## config.mk

```make
export PLATFORM = sky130hd
export DESIGN_NAME = stopwatch_counter
export DESIGN_NICKNAME = d
export VERILOG_FILES = /design/src/rtl/stopwatch_counter.sv
export SDC_FILE = /design/constraint.sdc
export NUM_CORES = 1
export LEC_CHECK = 0
export CORE_UTILIZATION = 35
export CTS_CLUSTER_DIAMETER = 40
export CTS_CLUSTER_SIZE = 16
export DETAILED_ROUTE_END_ITERATION = 10
export PLACE_DENSITY = 0.61
export REMOVE_ABC_BUFFERS = 1
export SYNTH_ARGS = -nofsm -noshare
export SYNTH_HDL_FRONTEND = slang
export SYNTH_SLANG_ARGS = --single-unit
```

## constraint.sdc

```tcl
create_clock -name clk -period 4.5 [get_ports clk]
set_input_delay 0.675 -clock clk [delete_from_list [all_inputs] [get_ports clk]]
set_output_delay 0.675 -clock clk [all_outputs]
set_load 0.05 [all_outputs]
```

## src/rtl/stopwatch_counter.sv

```systemverilog
// ============================================================================
// Module      : stopwatch_counter
// Description : Prescaled timebase and MM:SS.hh BCD up/down counter with wrap
//               and expiry strobes. Optional lap-freeze display enabled by
//               defining STOPWATCH_LAP_EN.
// Revision    : 1.0 - initial release
// ============================================================================
`default_nettype none

module stopwatch_counter #(
    parameter int CLK_HZ  = 100_000_000,
    parameter int TICK_HZ = 100
) (
    input  logic        clk,
    input  logic        rst_n,
    input  logic        running,
    input  logic        dir,
    input  logic        clear_pulse,
    input  logic        load,
    input  logic [7:0]  preset_min,
    input  logic [7:0]  preset_sec,
`ifdef STOPWATCH_LAP_EN
    input  logic        lap_btn,
`endif
    output logic [23:0] time_bcd,
    output logic [23:0] disp_bcd,
    output logic        tick,
    output logic        wrap,
    output logic        done,
    output logic        at_zero
);

    localparam int DIV = CLK_HZ / TICK_HZ;
    localparam int PW  = (DIV >= 2) ? $clog2(DIV) : 1;
    localparam logic [PW-1:0] TERM = PW'(DIV - 1);

    if (DIV < 2) begin : g_div_check
        $error("stopwatch_counter: CLK_HZ/TICK_HZ must be at least 2");
    end

    logic [PW-1:0] presc;
    logic          term;

    logic [23:0]   up_next;
    logic [23:0]   dn_next;
    logic          up_wrap;
    logic          dn_done;
    logic [23:0]   load_value;

    logic          carry;
    logic          borrow;
    logic [3:0]    dig;
    logic [3:0]    dmax;

    assign term = running && (presc == TERM);

    // Clamp one preset digit to its legal maximum.
    function automatic logic [3:0] clamp_digit(input logic [3:0] d, input logic [3:0] m);
        return (d > m) ? m : d;
    endfunction

    assign load_value = {clamp_digit(preset_min[7:4], 4'd5),
                         clamp_digit(preset_min[3:0], 4'd9),
                         clamp_digit(preset_sec[7:4], 4'd5),
                         clamp_digit(preset_sec[3:0], 4'd9),
                         8'h00};

    // Digit order from LSB: hun_o, hun_t, sec_o, sec_t, min_o, min_t.
    always_comb begin
        up_next = time_bcd;
        carry   = 1'b1;
        dig     = 4'd0;
        dmax    = 4'd9;
        for (int i = 0; i < 6; i++) begin
            dmax = (i == 3 || i == 5) ? 4'd5 : 4'd9;
            dig  = time_bcd[i*4 +: 4];
            if (carry) begin
                if (dig >= dmax) begin
                    up_next[i*4 +: 4] = 4'd0;
                end else begin
                    up_next[i*4 +: 4] = dig + 4'd1;
                    carry             = 1'b0;
                end
            end
        end
        up_wrap = carry;
    end

    // Borrow chain; an all-zero count saturates instead of wrapping to 59:59.99.
    always_comb begin
        dn_next = time_bcd;
        borrow  = 1'b1;
        for (int i = 0; i < 6; i++) begin
            if (borrow) begin
                if (time_bcd[i*4 +: 4] == 4'd0) begin
                    dn_next[i*4 +: 4] = (i == 3 || i == 5) ? 4'd5 : 4'd9;
                end else begin
                    dn_next[i*4 +: 4] = time_bcd[i*4 +: 4] - 4'd1;
                    borrow            = 1'b0;
                end
            end
        end
        if (at_zero) begin
            dn_next = 24'h000000;
        end
        dn_done = (time_bcd == 24'h000001);
    end

    always_ff @(posedge clk or negedge rst_n) begin
        if (!rst_n) begin
            presc    <= '0;
            time_bcd <= 24'h000000;
            tick     <= 1'b0;
            wrap     <= 1'b0;
            done     <= 1'b0;
        end else begin
            tick <= 1'b0;
            wrap <= 1'b0;
            done <= 1'b0;
            if (clear_pulse) begin
                presc    <= '0;
                time_bcd <= 24'h000000;
            end else if (load) begin
                presc    <= '0;
                time_bcd <= load_value;
            end else if (term) begin
                presc <= '0;
                tick  <= 1'b1;
                if (dir) begin
                    time_bcd <= up_next;
                    wrap     <= up_wrap;
                end else begin
                    time_bcd <= dn_next;
                    done     <= dn_done;
                end
            end else if (running) begin
                presc <= presc + PW'(1);
            end
        end
    end

    assign at_zero = (time_bcd == 24'h000000);

`ifdef STOPWATCH_LAP_EN
    logic        lap_hold;
    logic [23:0] lap_snap;

    always_ff @(posedge clk or negedge rst_n) begin
        if (!rst_n) begin
            lap_hold <= 1'b0;
            lap_snap <= 24'h000000;
        end else if (clear_pulse) begin
            lap_hold <= 1'b0;
        end else if (lap_btn) begin
            lap_hold <= ~lap_hold;
            if (!lap_hold) begin
                lap_snap <= time_bcd;
            end
        end
    end

    assign disp_bcd = lap_hold ? lap_snap : time_bcd;
`else
    assign disp_bcd = time_bcd;
`endif

endmodule

`default_nettype wire

```

Word-level counts from Yosys, hierarchy flattened
Index checks and enable logic that the tools add are counted.

operators by class
  reductions and logical operators = 20
  equal/unequal tests = 7
  $lt $le $gt $ge = 10
  multiplexer cells = 66
  add/subtract/negate cells = 13

operator list
  kind                   count
  $mux 24                5
  $mux 4                 26
  $mux 20                4
  $mux 1                 31
  $reduce_bool 5->1      5
  $add 4x1->4 const B    6
  $eq 24x1->1 const B    1
  $logic_not 24->1       1
  $logic_not 4->1        6
  $sub 4x1->4 const B    6
  $add 20x1->20 const B  1
  $eq 20x20->1 const B   1
  $ne 4x1->1 const B     5
  $ge 4x4->1 const B     4
  $reduce_and 3->1       5
  $ge 4x3->1 const B     2
  $gt 4x3->1 const B     2
  $gt 4x4->1 const B     2
  $reduce_bool 4->1      1
  $reduce_bool 3->1      1
  $logic_and 1x1->1      1

word-level totals
  word-level logic and storage cells = 126
  input port bits = 22
  bits in registers = 47

Logic depth before layout (Yosys ltp)
Gate-level depths: netlist of run 1.

  depth after elaboration = 12
  gate-level depth with buffers = 10
  mapped depth without buffers = 8

Worst setup path before layout of run 1
No wires, ideal clock.

  path kind = reg-to-output
  start = register time_bcd[8], in the netlist disp_bcd[8]
  end = output port at_zero
  cell stages (with the launch flop) = 7
  data required time = 3.825 ns
  buffers on the path = 0
  slack = 1.056 ns
  arrival = 2.769 ns
  path through = dfrtp_1 > inv_1 > ha_1 > nor3b_1 > and2_1 > nand2_1 > nor3_1

between the ends
  cells in the longest elaborated chain, start to end = 1

RTL lines
  what                    line  RTL
  from (decl)             25    output logic [23:0] time_bcd,
  from (signal assigned)  125   time_bcd <= load_value;
  from (signal assigned)  130   time_bcd <= up_next;
  from (signal assigned)  133   time_bcd <= dn_next;
  $logic_not 24->1        142   assign at_zero = (time_bcd == 24'h000000);
  to (decl)               30    output logic at_zero

No other way between the ends.

Final worst setup path of run 1
  start = register time_bcd[0], in the netlist disp_bcd[0]
  end = output port at_zero

The elaborated chain is that of the path after synthesis.

==> run summary, run 1 <==
The H-tree depth reported by CTS is 2. The run gives 0.287 as the met2 routing resource usage after global routing. The logs give 69 for the number of library cell types mapped by synthesis and 0.31 ns for the clock latency on the worst-skew pair. The initial core utilization is 0.363. Once detailed placement completed, the half-perimeter wirelength came to 6860 microns. For this design the static power due to leakage is 1.75 nW. The cell area power density was 298 mW/mm^2. The global routing stage identified its most utilized layer as met2.

After synthesis, the mean cell area works out to 8.36 sq um. TritonCTS built the clock tree. The share of the cycle needed by the critical path after routing came out at 0.852. The number of setup buffers added after CTS is 0, and the starting DRC count in detailed routing is 197.

In this run the worst path has a maximum fanout of 8. The count of input and output buffers came out at 73. For this design, the CTS-stage hold fixing added 0 buffers.

Met1 usage in global routing: 0.234. The number of antenna diodes in the final layout is 0. Relative to the synthesized area, the layout overhead comes to 20.4%.

The first global-routing pass estimated 15600 microns of wire. Summed over all failing endpoints, the final setup total negative slack is 0 ns. The cell area after placement was 0.00443 sq mm. The final route contains 3377 vias.

The number of antenna violations at the first check in global routing was 0. Buffers inserted during clock tree synthesis total 5. Clock net sink count: 47.

The startpoint identified for the worst register-to-register timing path is disp_bcd[8]. The total count of hold-check failures in the final report came out at 0. Peak supply drop: 0.000184 V. Largest net degree at the start of global routing: 48.

In this run the clock root is driven by a sky130_fd_sc_hd__clkbuf_8. The number of enable-type register cells in the synthesized netlist is 0. The floorplan has 37 rows. The number of cells on the worst reg-to-reg path is 9. Summed over all layers, the global routing overflow is 0. The layout has 1045 filler cells. The completed layout was analyzed and its total power is 0.00135 W.

From bottom edge to top edge, the die measures 106 microns. In the routed layout, each cell is associated on average with a via count of 5.40. The tools report the Yosys warning count as 0. STA classifies the critical path endpoint as an output port. Across all register-to-register paths, the minimum setup slack is 1.55 ns. Number of global-route vias before repair: 3181. The worst hold path belongs to the class primary input to asynchronous set/reset pin.

The logs give 0 for the number of max-capacitance violations reported and 4 for the number of iterations in the first detailed-routing pass. Once detail routing completed, the nets flagged for antenna violations numbered 0. The flow ran to the end, and the final reports show no timing, DRC or antenna violations. Setup violations remaining at the end of the flow were counted as 0. CTS clock-pin slew for the worst setup and hold paths: 0.10 ns. The worst setup path is of the register to output port kind. The largest total area in the synthesized netlist belongs to sky130_fd_sc_hd__dfrtp_1. STA puts the critical path data required time at 3.83 ns. For the summed area of non-filler cells in the final layout, the log shows 0.00455 sq mm.

The cell area that synthesis handed to floorplanning was 0.00378 sq mm. The library cells used most frequently in the layout, excluding fill and tap cells, are sky130_fd_sc_hd__clkdlybuf4s50_1 (72), sky130_fd_sc_hd__dfrtp_1 (47), sky130_fd_sc_hd__nor2_1 (43). The quantity of gates resized following cts was 0. The total I/O pin count is 74.

The wire length per cell came out at 15.0 microns. The post-layout minimum cycle time is 3.83 ns, and the post-detailed-routing wire length is 9390 microns. X dimension of the die: 106 microns.

The proportion of netlist area held by the largest area contributor is 0.311, and the total die area is 0.0112 sq mm. Final setup skew: 0.0135 ns. Static timing analysis puts the maximum clock frequency at 261 MHz.

The run gives 0.842 as the placer's final routability congestion estimate. The share of flip-flops with an asynchronous set or reset after synthesis is 1.00. The cell total after placement came out at 617.

The library cell used most frequently in the layout, excluding fill and tap cells, is sky130_fd_sc_hd__clkdlybuf4s50_1. For this run, the post-layout net count is 530. The headroom to the max-slew limit is 0.459, and the transition at the pin with the smallest max-transition slack is 0.800 ns.

In the post-synthesis netlist, the biggest area contributors are sky130_fd_sc_hd__dfrtp_1 (31%), sky130_fd_sc_hd__ha_1 (6.6%), sky130_fd_sc_hd__buf_4 (5.0%). The tools report the portion of the post-synthesis area used by sequential elements as 0.311. The max-slew violation total from the final report came out at 0.

The type of element launching the critical path was a register. Setup repair after global routing left no endpoint under its margin. In the routed design, unresolved DRC markers number 0. The number of cells produced by synthesis was 452.

Register bit count reported by yosys: 47. The primary flip-flop cell chosen by synthesis mapping was sky130_fd_sc_hd__dfrtp_1. The capturing point of the worst reg2reg path was disp_bcd[16]. The global routing met3 resource utilization is 0.0208, and the worst path arrival time is 3.16 ns.

The post-layout instance count excluding filler cells was 625; the overall fraction of global-route tracks in use was 0.172. Fraction of final layout cells with drive strength greater than 1: 0.0777. In this run the standard cell core region covers 0.0104 sq mm.

The maximum clock insertion buffer count came out at 2.
==> flip-flops by register name, indices dropped and copies added, names as in the netlist <==
signal / cells
disp_bcd: 24
presc: 20
done: 1
tick: 1
wrap: 1
==> report_power, final <==
part           switching [W]  leakage, nW  internal, W  total (W)
sequential         0.0000514        0.640     0.000443   0.000494
clock               0.000163       0.0548     0.000168   0.000331
combinational       0.000332         1.05     0.000198   0.000530
total               0.000546         1.75     0.000809    0.00135
==> cell usage after synthesis (all sizes together) (2+ instances only) <==
cell type / instances
clkbuf: 23
and2: 2
or2: 3
o221ai: 3
nand2: 30
o41ai: 4
o22ai: 2
or3: 3
and4: 2
nand3b: 2
o21bai: 4
a211oi: 9
inv: 21
nor3: 15
o21ai: 23
nor3b: 9
nor4: 4
nand3: 24
and3b: 2
dfrtp: 47
o31ai: 11
or4: 3
a31oi: 11
a311oi: 2
and3: 2
or4b: 2
mux2: 5
nor2b: 4
nand4: 3
a21oi: 19
xnor2: 9
nor2: 44
ha: 20
xor2: 14
nand2b: 10
or3b: 6
a221oi: 4
nor4b: 3
buf: 28
mux2i: 3
o211ai: 2
==> critical path: stages, from the launching register on <==
cell                              delay [ns]
sky130_fd_sc_hd__dfrtp_1                0.45
sky130_fd_sc_hd__inv_1                  0.16
sky130_fd_sc_hd__ha_1                   0.30
sky130_fd_sc_hd__nor3b_1                0.67
sky130_fd_sc_hd__nand2_1                0.16
sky130_fd_sc_hd__nor3_1                 0.25
sky130_fd_sc_hd__clkdlybuf4s50_1        0.85
==> how the worst max path moves through the flow <==
stage | from | end | cells past startpoint | slack [ns]
3_3_place_gp | disp_bcd[0] | at_zero | 6 | 1.09
3_5_place_dp | disp_bcd[0] | at_zero | 6 | 0.99
2_1_floorplan | disp_bcd[8] | at_zero | 6 | 0.82
6_report | disp_bcd[0] | at_zero | 6 | 0.67
4_1_cts | disp_bcd[0] | at_zero | 6 | 0.64
5_1_grt | disp_bcd[0] | at_zero | 6 | 0.47
==> metal layers <==
metal,wire [microns],vias up
met5,0,-
met4,103,0
met3,344,8
met1,4480,1611
met2,4470,80
li1,-,1678
==> kinds of logic after synthesis <==
kind of cell	share of synthesized area
compound gates	0.202
fa+ha+maj	0.0662
buf+inv	0.0987
mux	0.0248
simple gates	0.244
xor+xnor	0.0533
flops	0.311
==> final cells by class <==
| type | count | area (sq um) | area share |
|---|---|---|---|
| well taps | 136 | 170 | 0.0374 |
| flip-flops and latches | 47 | 1180 | 0.259 |
| inverters | 21 | 78.8 | 0.0173 |
| clock inverters | 3 | 46.3 | 0.0102 |
| clock buffers | 5 | 68.8 | 0.0151 |
| repair buffers | 80 | 778 | 0.171 |
| multi-input cells | 333 | 2230 | 0.490 |
==> through the flow <==
step	hold WS, ns	worst slack (ns)	utilization
3_3_place_gp	0.537	1.09	0.426
2_1_floorplan	0.379	0.817	-
6_report	0.450	0.668	0.437
5_1_grt	0.511	0.469	0.437
3_5_place_dp	0.553	0.986	0.426
4_1_cts	0.474	0.639	0.437
No activity file was read; power rests on OpenSTA's default activity.
==> inputs of run 2 (changes only) <==
--- a/config.mk
+++ b/config.mk
@@ -5,6 +5,7 @@
 export SDC_FILE = /design/constraint.sdc
 export NUM_CORES = 1
 export LEC_CHECK = 0
+export ABC_CLOCK_PERIOD_IN_PS = 4500
 export CORE_UTILIZATION = 35
 export CTS_CLUSTER_DIAMETER = 40
 export CTS_CLUSTER_SIZE = 16
==> results of run 2 <==
Same layout as run 1: the final DEF is identical, and so are final timing and power.
